==> config.mk <==
export PLATFORM = sky130hd
export DESIGN_NAME = delta_b2_1
export DESIGN_NICKNAME = d
export VERILOG_FILES = /design/src/rtl/ann_fx_pkg.sv /design/src/rtl/fx_mul.sv /design/src/rtl/delta_b2_1.sv
export SDC_FILE = /design/constraint.sdc
export NUM_CORES = 2
export LEC_CHECK = 0
export CAP_MARGIN = 20
export CORE_MARGIN = 2
export CORE_UTILIZATION = 48
export DETAILED_ROUTE_END_ITERATION = 10
export HOLD_SLACK_MARGIN = 0.02
export PLACE_DENSITY = 0.73
export SYNTH_ARGS = -nofsm -noshare
export SYNTH_HDL_FRONTEND = slang
export SYNTH_SLANG_ARGS = --single-unit
export TNS_END_PERCENT = 5
==> constraint.sdc <==
create_clock -name clk -period 26.2 [get_ports clk]
set_input_delay 5.24 -clock clk [delete_from_list [all_inputs] [get_ports clk]]
set_output_delay 5.24 -clock clk [all_outputs]
set_load 0.05 [all_outputs]
==> src/rtl/ann_fx_pkg.sv <==
// Shared fixed-point definitions for the backprop gradient blocks: default Q format,
// saturation limits and the sequencing state encoding.
package ann_fx_pkg;

  localparam int DEF_DATA_WIDTH = 32;
  localparam int DEF_FRAC_BITS  = 24;

  localparam logic [DEF_DATA_WIDTH-1:0] ONE     = 32'h0100_0000;
  localparam logic [DEF_DATA_WIDTH-1:0] SAT_MAX = 32'h7FFF_FFFF;
  localparam logic [DEF_DATA_WIDTH-1:0] SAT_MIN = 32'h8000_0000;

  typedef enum logic [2:0] {
    ST_IDLE = 3'd0,
    ST_DIFF = 3'd1,
    ST_MUL1 = 3'd2,
    ST_MUL2 = 3'd3,
    ST_MUL3 = 3'd4,
    ST_DONE = 3'd5
  } state_e;

endpackage

==> src/rtl/fx_mul.sv <==
// Combinational signed Q-format multiply: full product, floor shift by FRAC_BITS.
// DELTA_B2_1_SAT_EN selects clamping on overflow; otherwise the result wraps.
module fx_mul
  import ann_fx_pkg::*;
#(
  parameter int DATA_WIDTH = DEF_DATA_WIDTH,
  parameter int FRAC_BITS  = DEF_FRAC_BITS
) (
  input  logic signed [DATA_WIDTH-1:0] a_i,
  input  logic signed [DATA_WIDTH-1:0] b_i,
  output logic        [DATA_WIDTH-1:0] p_o
);

  logic signed [2*DATA_WIDTH-1:0] prod;
  logic signed [2*DATA_WIDTH-1:0] shifted;

  assign prod    = a_i * b_i;
  assign shifted = prod >>> FRAC_BITS;

`ifdef DELTA_B2_1_SAT_EN
  localparam logic [DATA_WIDTH-1:0] MAX_V = {1'b0, {(DATA_WIDTH-1){1'b1}}};
  localparam logic [DATA_WIDTH-1:0] MIN_V = {1'b1, {(DATA_WIDTH-1){1'b0}}};

  // Fits only if every bit above the kept sign bit replicates it.
  logic fits;
  assign fits = (shifted[2*DATA_WIDTH-1:DATA_WIDTH-1] == '0) ||
                (shifted[2*DATA_WIDTH-1:DATA_WIDTH-1] == '1);
  assign p_o  = fits ? shifted[DATA_WIDTH-1:0]
                     : (shifted[2*DATA_WIDTH-1] ? MIN_V : MAX_V);
`else
  logic unused_hi;
  assign unused_hi = ^shifted[2*DATA_WIDTH-1:DATA_WIDTH];
  assign p_o       = shifted[DATA_WIDTH-1:0];
`endif

endmodule

==> src/rtl/delta_b2_1.sv <==
// Output-layer bias gradient db2_1 = eta*(t-a2)*a2*(1-a2) on one shared multiplier.
// DELTA_B2_1_SAT_EN enables saturating arithmetic; default build wraps.
//
// state | meaning
// IDLE  | waiting for start; captures a2/t/eta on accept
// DIFF  | e = t - a2, m = ONE - a2
// MUL1  | p = e * a2
// MUL2  | p = p * m
// MUL3  | db2_1 = p * eta
// DONE  | select_update strobe, back to IDLE
module delta_b2_1
  import ann_fx_pkg::*;
#(
  parameter int DATA_WIDTH = DEF_DATA_WIDTH,
  parameter int FRAC_BITS  = DEF_FRAC_BITS
) (
  input  logic                  clk,
  input  logic                  reset,
  input  logic                  start,
  input  logic [DATA_WIDTH-1:0] a2,
  input  logic [DATA_WIDTH-1:0] t,
  input  logic [DATA_WIDTH-1:0] eta,
  output logic                  busy,
  output logic [DATA_WIDTH-1:0] db2_1,
  output logic                  select_update
);

  localparam logic [DATA_WIDTH-1:0] ONE_W = DATA_WIDTH'(1) << FRAC_BITS;
`ifdef DELTA_B2_1_SAT_EN
  localparam logic [DATA_WIDTH-1:0] MAX_V = {1'b0, {(DATA_WIDTH-1){1'b1}}};
  localparam logic [DATA_WIDTH-1:0] MIN_V = {1'b1, {(DATA_WIDTH-1){1'b0}}};
`endif

  state_e state_q, state_d;
  logic [DATA_WIDTH-1:0] a2_q, t_q, eta_q, e_q, m_q, p_q, db_q;
  logic [DATA_WIDTH-1:0] mul_a, mul_b, mul_p;
  logic                  sel_q;

  function automatic logic [DATA_WIDTH-1:0] sub_ovf(input logic [DATA_WIDTH-1:0] x,
                                                    input logic [DATA_WIDTH-1:0] y);
`ifdef DELTA_B2_1_SAT_EN
    logic [DATA_WIDTH:0] d;
    d = {x[DATA_WIDTH-1], x} - {y[DATA_WIDTH-1], y};
    if (d[DATA_WIDTH] != d[DATA_WIDTH-1]) return d[DATA_WIDTH] ? MIN_V : MAX_V;
    return d[DATA_WIDTH-1:0];
`else
    return x - y;
`endif
  endfunction

  always_ff @(posedge clk or negedge reset) begin
    if (!reset) state_q <= ST_IDLE;
    else        state_q <= state_d;
  end

  always_comb begin
    state_d = state_q;
    mul_a   = p_q;
    mul_b   = m_q;
    case (state_q)
      ST_IDLE: if (start) state_d = ST_DIFF;
      ST_DIFF: state_d = ST_MUL1;
      ST_MUL1: begin
        state_d = ST_MUL2;
        mul_a   = e_q;
        mul_b   = a2_q;
      end
      ST_MUL2: state_d = ST_MUL3;
      ST_MUL3: begin
        state_d = ST_DONE;
        mul_b   = eta_q;
      end
      ST_DONE: state_d = ST_IDLE;
      default: state_d = ST_IDLE;
    endcase
  end

  fx_mul #(.DATA_WIDTH(DATA_WIDTH), .FRAC_BITS(FRAC_BITS)) u_mul (
    .a_i(mul_a),
    .b_i(mul_b),
    .p_o(mul_p)
  );

  always_ff @(posedge clk or negedge reset) begin
    if (!reset) begin
      a2_q  <= '0;
      t_q   <= '0;
      eta_q <= '0;
      e_q   <= '0;
      m_q   <= '0;
      p_q   <= '0;
      db_q  <= '0;
      sel_q <= 1'b0;
    end else begin
      // Strobe is registered so it lines up exactly with the DONE cycle.
      sel_q <= (state_q == ST_MUL3);
      case (state_q)
        ST_IDLE: if (start) begin
          a2_q  <= a2;
          t_q   <= t;
          eta_q <= eta;
        end
        ST_DIFF: begin
          e_q <= sub_ovf(t_q, a2_q);
          m_q <= sub_ovf(ONE_W, a2_q);
        end
        ST_MUL1, ST_MUL2: p_q  <= mul_p;
        ST_MUL3:          db_q <= mul_p;
        default: ;
      endcase
    end
  end

  assign busy          = (state_q != ST_IDLE);
  assign db2_1         = db_q;
  assign select_update = sel_q;

endmodule

### After elaboration in Yosys (flattened, before gate mapping)

Index checks and enable logic that the tools add are counted.

| operators by class | value |
|---|---|
| multiply operators | 1 |
| multiplexer cells | 4 |
| eq/ne operators | 5 |
| $add $sub $neg | 2 |
| reductions and logical operators | 4 |

Operators by type and width:

| cell | count |
|---|---|
| one-hot mux 32 bit (2 select lines) | 1 |
| multiplier 32 x 32 -> 56 bit | 1 |
| 2-to-1 mux 32 bit | 1 |
| subtractor 25 x 32 -> 32 bit, first input constant | 1 |
| subtractor 32 bit | 1 |
| one-hot mux 3 bit (5 select lines) | 1 |
| == test 3 x 2 -> 1 bit, second input constant | 2 |
| == test 3 x 1 -> 1 bit, second input constant | 1 |
| == test 3 bit, second input constant | 1 |
| zero test 3 bit | 1 |
| 2-to-1 mux 3 bit | 1 |
| nonzero test 3 bit | 1 |
| != test 2 bit, second input constant | 1 |
| AND reduction 2 bit | 1 |
| OR reduction 2 bit | 1 |

| storage, ports and cells | value |
|---|---|
| output and inout bits | 34 |
| bits of input ports | 99 |
| flip-flop bits (word level) | 228 |

### Depth between registers and ports, before layout

| logic depth | value |
|---|---|
| depth after elaboration | 3 |
| depth in mapped cells | 36 |
| depth with buffers taken out | 30 |

### Cells and area by module

From an unflattened synthesis, not the netlist that was laid out.

| second synthesis, totals | value |
|---|---|
| cell total of the unflattened synthesis | 4601 |
| area, all modules | 44017.2 sq um |

Modules (own cells, without submodules):

| module | area each (sq um) | instances | cells an instance |
|---|---|---|---|
| fx_mul | 32501.2 | 1 | 3497 |
| delta_b2_1 | 11516.0 | 1 | 1104 |

### Worst setup path before layout

OpenSTA, ideal clock, no wires.

| path | value |
|---|---|
| path type | register to register |
| start | reg state_q[1] |
| end | reg p_q[23] |
| data required time | 26.069 ns |
| path buffers | 6 |
| arrival time | 8.971 ns |
| cell stages (with the launch flop) | 35 |
| setup time | 0.131 ns |
| setup slack | 17.098 ns |
| path through | dfrtp_1 -> clkbuf_1 -> nor3b_1 -> buf_2 -> buf_2 -> buf_1 -> clkbuf_1 -> nand2_1 -> nand2_1 -> clkbuf_1 -> nand2_1 -> fa_1 -> inv_1 -> fa_1 -> fa_1 -> inv_1 -> fa_1 -> inv_1 -> fa_1 -> fa_1 -> fa_1 -> inv_1 -> fa_1 -> inv_1 -> ha_1 -> and2_1 -> and3_1 -> a221oi_1 -> o41a_1 -> o311ai_2 -> nand3_1 -> a31oi_4 -> a31oi_2 -> nor4_1 -> or3_1 |

| on the way | value |
|---|---|
| longest elaborated chain between the ends | 3 |

Ends and longest elaborated chain:

| item | RTL line | text |
|---|---|---|
| start, declared | delta_b2_1.sv:34 | `state_e state_q, state_d;` |
| start signal, assigned | delta_b2_1.sv:53 | `else state_q <= state_d;` |
| == test 3 bit or == test 3 x 2 -> 1 bit (tied branches) | delta_b2_1.sv:60, delta_b2_1.sv:97 |  |
| one-hot mux 32 bit (2 select lines) or 2-to-1 mux 32 bit (tied branches) | delta_b2_1.sv:60 | `case (state_q)` |
| multiplier 32 x 32 -> 56 bit | fx_mul.sv:17 | `assign prod = a_i * b_i;` |
| end signal, assigned | delta_b2_1.sv:107 | `ST_MUL1, ST_MUL2: p_q <= mul_p;` |
| end, declared | delta_b2_1.sv:35 | `logic [DATA_WIDTH-1:0] a2_q, t_q, eta_q, e_q, m_q, p_q, db_q;` |

Several ways; a longest one is shown, not always the timed one.
A chain may end at the register's enable or synchronous reset.

### Final worst setup path

| path | value |
|---|---|
| start | reg state_q[1] |
| end | reg db_q[24], in the netlist db2_1[24] |

| on the way | value |
|---|---|
| longest elaborated chain between the ends | 3 |

Ends and longest elaborated chain:

| item | RTL line | text |
|---|---|---|
| == test 3 bit or == test 3 x 2 -> 1 bit (tied branches) | delta_b2_1.sv:60, delta_b2_1.sv:97 |  |
| one-hot mux 32 bit (2 select lines) or 2-to-1 mux 32 bit (tied branches) | delta_b2_1.sv:60 |  |
| multiplier 32 x 32 -> 56 bit | fx_mul.sv:17 |  |
| end signal, assigned | delta_b2_1.sv:108 | `ST_MUL3: db_q <= mul_p;` |
| end, declared | delta_b2_1.sv:35 |  |

Several ways; a longest one is shown, not always the timed one.

==> flow_summary_export.csv <==
group,metric,value,unit
worst_setup_path,path_class,"register to register",
die,core.rowCount,110,
status,outcome,"completed",
clock_network,clockRootBuffer,"clkbuf_16",
clock_network,numCtsBuffers,26,
grt,grt_pass1_wl,218.9,mm
finish,fillers,8191,
worst_setup_path,cp_num_buf_inv,6,
logic_synthesis,yosysWarnings,0,
finish,n_antenna_cell,0,
worst_setup_path,crit_chain,"nor3b_2 -> buf_4 -> buf_4 -> a221o_1 -> clkinv_1 -> fa_1 -> fa_1 -> fa_1 -> fa_1 -> inv_1 -> fa_1 -> fa_1 -> fa_1 -> inv_1 -> fa_1 -> inv_1 -> ha_1 -> nand4_1 -> or3_1 -> a211oi_1 -> nor2_1 -> o21ai_0 -> xnor2_1 -> o21ai_0",
worst_setup_path,cp-start-kind,"register",
routing,post_drt_wl_per_cell,23.77,um
logic_synthesis,ys_async_sr_fraction,100.0,%
timing,period_share,44.84,%
timing,relSlewSlack,9.022,%
grt,grt_max_degree,107,
die,core-area,89740,um^2
finish,area_delta_synth_final,8.987,%
placement,io_buffers,132,
die,die_w,304.5,um
clock_network,cts_max_path_buffers,3,
die,dieArea,92710,um^2
worst_setup_path,cp.required,26.57,ns
finish,num-nets-final,6074,
worst_hold_path,hp-class,"register to register",
logic_synthesis,synth_top_area_share,45.40,%
placement,placed_cells,5934,
clock_network,cts_tree,"done",
worst_setup_path,cpPeakStageDelay,1.04,ns
clock_network,clkLatencyLatePin,0.54,ns
routing,ant_nets,0,
logic_synthesis,syn-num-nets,6049,
clock_network,post_cts_resized,0,
logic_synthesis,syn_area,43340,um^2
logic_synthesis,yosysTopAreaCell,"fa_1",
grt,overflow,0,
timing,clock_skew,0.01942,ns
die,die_h,304.5,um
finish,stdcell_count,5985,
logic_synthesis,yosys_most_used_dff,"dfrtp_1",
timing,fin_tns_setup,0,ns
logic_synthesis,synthCells,4764,
clock_network,htreeDepth,1,
finish,final_layout_size_suffix_gt1_share,5.323,%
timing,setup_viol,0,
finish,multi_input_area,33460,um^2
grt,grt_pass1_vias,36100,
grt,grt_usage,31.44,%
logic_synthesis,yosysSeqAreaShare,13.16,%
worst_setup_path,crit_path_end_kind,"register",
placement,dpl.hpwl,111.3,mm
clock_network,postCtsSetupBuffers,0,
clock_network,clk_pin_slew,0.06,ns
logic_synthesis,synth_edf_count,0,
grt,antenna_found_initial,1,
worst_setup_path,crit_slowest_cell,"a211oi_1",
worst_setup_path,arrival,12.12,ns
timing,tightest_slew,1.365,ns
routing,vias_per_cell,5.714,
worst_setup_path,cp_top_family,"adder cells",
timing,whs,0.4758,ns
routing,drc,0,
routing,drt-pass1-iter-count,5,
worst_setup_path,crit_path_frequent_cell,"fa_1",
timing,fmax,85.11,MHz
logic_synthesis,yosys-top-cells-area,"fa_1 45%, dfrtp_1 13%, inv_1 8.1%",
job,drv_cap,0,
clock_network,clock-sinks,228,
logic_synthesis,ys_ff_latch,228,
logic_synthesis,avgSynthCellArea,9.098,um^2
finish,final_util,52.64,%
worst_setup_path,cp_max_fo,61,
logic_synthesis,yosysUniqueCellTypes,64,
die,start_util,48.30,%
finish,regArea,5705,um^2
timing,rsz0062_at_grt,"false",
timing,finalMaxSlewViolations,0,
routing,drt_wl_total,142.3,mm
clock_network,hold_buffers,0,
routing,drt_iter0_drc,3601,
timing,period_needed,11.75,ns
timing,hold_viol_final,0,
die,io_pins,133,
placement,place_congestion,1.023,
routing,vias,34200,
## kinds of logic (layout without fill, tap and decap cells)
| logic type | count (synthesis) | count (layout) | share of synthesized area (%) |
|---|---|---|---|
| buffers and inverters | 1172 | 1217 | 10.18 |
| AND/OR/NAND/NOR | 1539 | 1539 | 14.34 |
| AO/OA/AOI/OAI | 438 | 438 | 6.530 |
| multiplexers | 96 | 96 | 2.399 |
| XOR/XNOR | 105 | 105 | 2.122 |
| flip-flops | 228 | 228 | 13.16 |
| adder cells (fa/ha/maj) | 1186 | 1186 | 51.26 |
## metal layers
metal	track usage [%]	share of wire, %
met5	0.2584	0
met1	41.69	38
met2	48.10	44
met3	7.962	12
met4	15.89	6.5
## flip-flops by register name, summed over array words and instances (netlist names)
name / cells
state_q: 3
a2_q: 32
eta_q: 32
db2_1: 32
m_q: 32
t_q: 32
e_q: 32
p_q: 32
select_update: 1
## per-stage QoR
stage,instance area (um^2),setup slack (ns)
after floorplan,43340,17.10
after CTS,47170,14.77
after global placement,46210,14.88
after global routing,47240,14.16
after detailed placement,46210,14.85
final,47240,14.45
## path summary, 6_finish.rpt
| kind | start | depth (start not counted) | slack, ns | end |
|---|---|---|---|---|
| min reg2reg | m_q[30] | 2 | 0.48 | m_q[30] |
| max reg2reg | state_q[1] | 24 | 14.45 | db2_1[24] |
| min in group asynchronous | reset | 1 | 4.76 | eta_q[27] |
| min | m_q[30] | 2 | 0.48 | m_q[30] |
| max in group asynchronous | reset | 2 | 19.98 | e_q[3] |
| max | state_q[1] | 24 | 14.45 | db2_1[24] |
## Yosys cell counts (all sizes together) (21+ instances only)
cell and count:
fa 983, mux2 63, clkbuf 216, buf 21
ha 203, xor2 25, dfrtp 228, inv 934
nor2 500, xnor2 80, and3 33, a21o 43
nand2 857, a221oi 26, o21ai 189, mux2i 33
nand4 24, nor3 24, a21oi 66, a221o 31
## area by class of cell
| class | count | area share [%] |
|---|---|---|
| Clock buffer | 35 | 1.600 |
| Clock inverter | 13 | 0.4397 |
| Inverter | 935 | 7.430 |
| Multi-Input combinational cell | 3364 | 70.83 |
| Sequential cell | 228 | 12.08 |
| Tap cell | 1176 | 3.115 |
| Timing Repair Buffer | 234 | 4.508 |
## placed cells by master (no fill, tap or decap), drive strengths merged, types with 14 or more instances in the layout
master / n
a21o: 43
a21oi: 66
a221o: 31
a221oi: 26
and2: 14
and3: 33
buf: 103
clkbuf: 35
clkdlybuf4s50: 131
dfrtp: 228
fa: 983
ha: 203
inv: 934
mux2: 63
mux2i: 33
nand2: 857
nand3: 20
nand4: 24
nor2: 500
nor3: 24
o21ai: 189
o31ai: 15
xnor2: 80
xor2: 25
## worst register-to-register path, cell delays in order, from the launching register on
cell      delay (ns)
dfrtp_1         0.58
nor3b_2         0.26
buf_4           0.48
buf_4           0.81
a221o_1         0.75
clkinv_1        0.92
fa_1            0.80
fa_1            0.47
fa_1            0.54
fa_1            0.55
inv_1           0.05
fa_1            0.50
fa_1            0.49
fa_1            0.60
inv_1           0.07
fa_1            0.49
inv_1           0.05
ha_1            0.47
nand4_1         0.20
or3_1           0.51
a211oi_1        1.05
nor2_1          0.24
o21ai_0         0.36
xnor2_1         0.24
o21ai_0         0.13
Power is left out: the tool's default activity adds up to more than one toggle a clock period on the data nets, which glitch-free logic cannot reach.
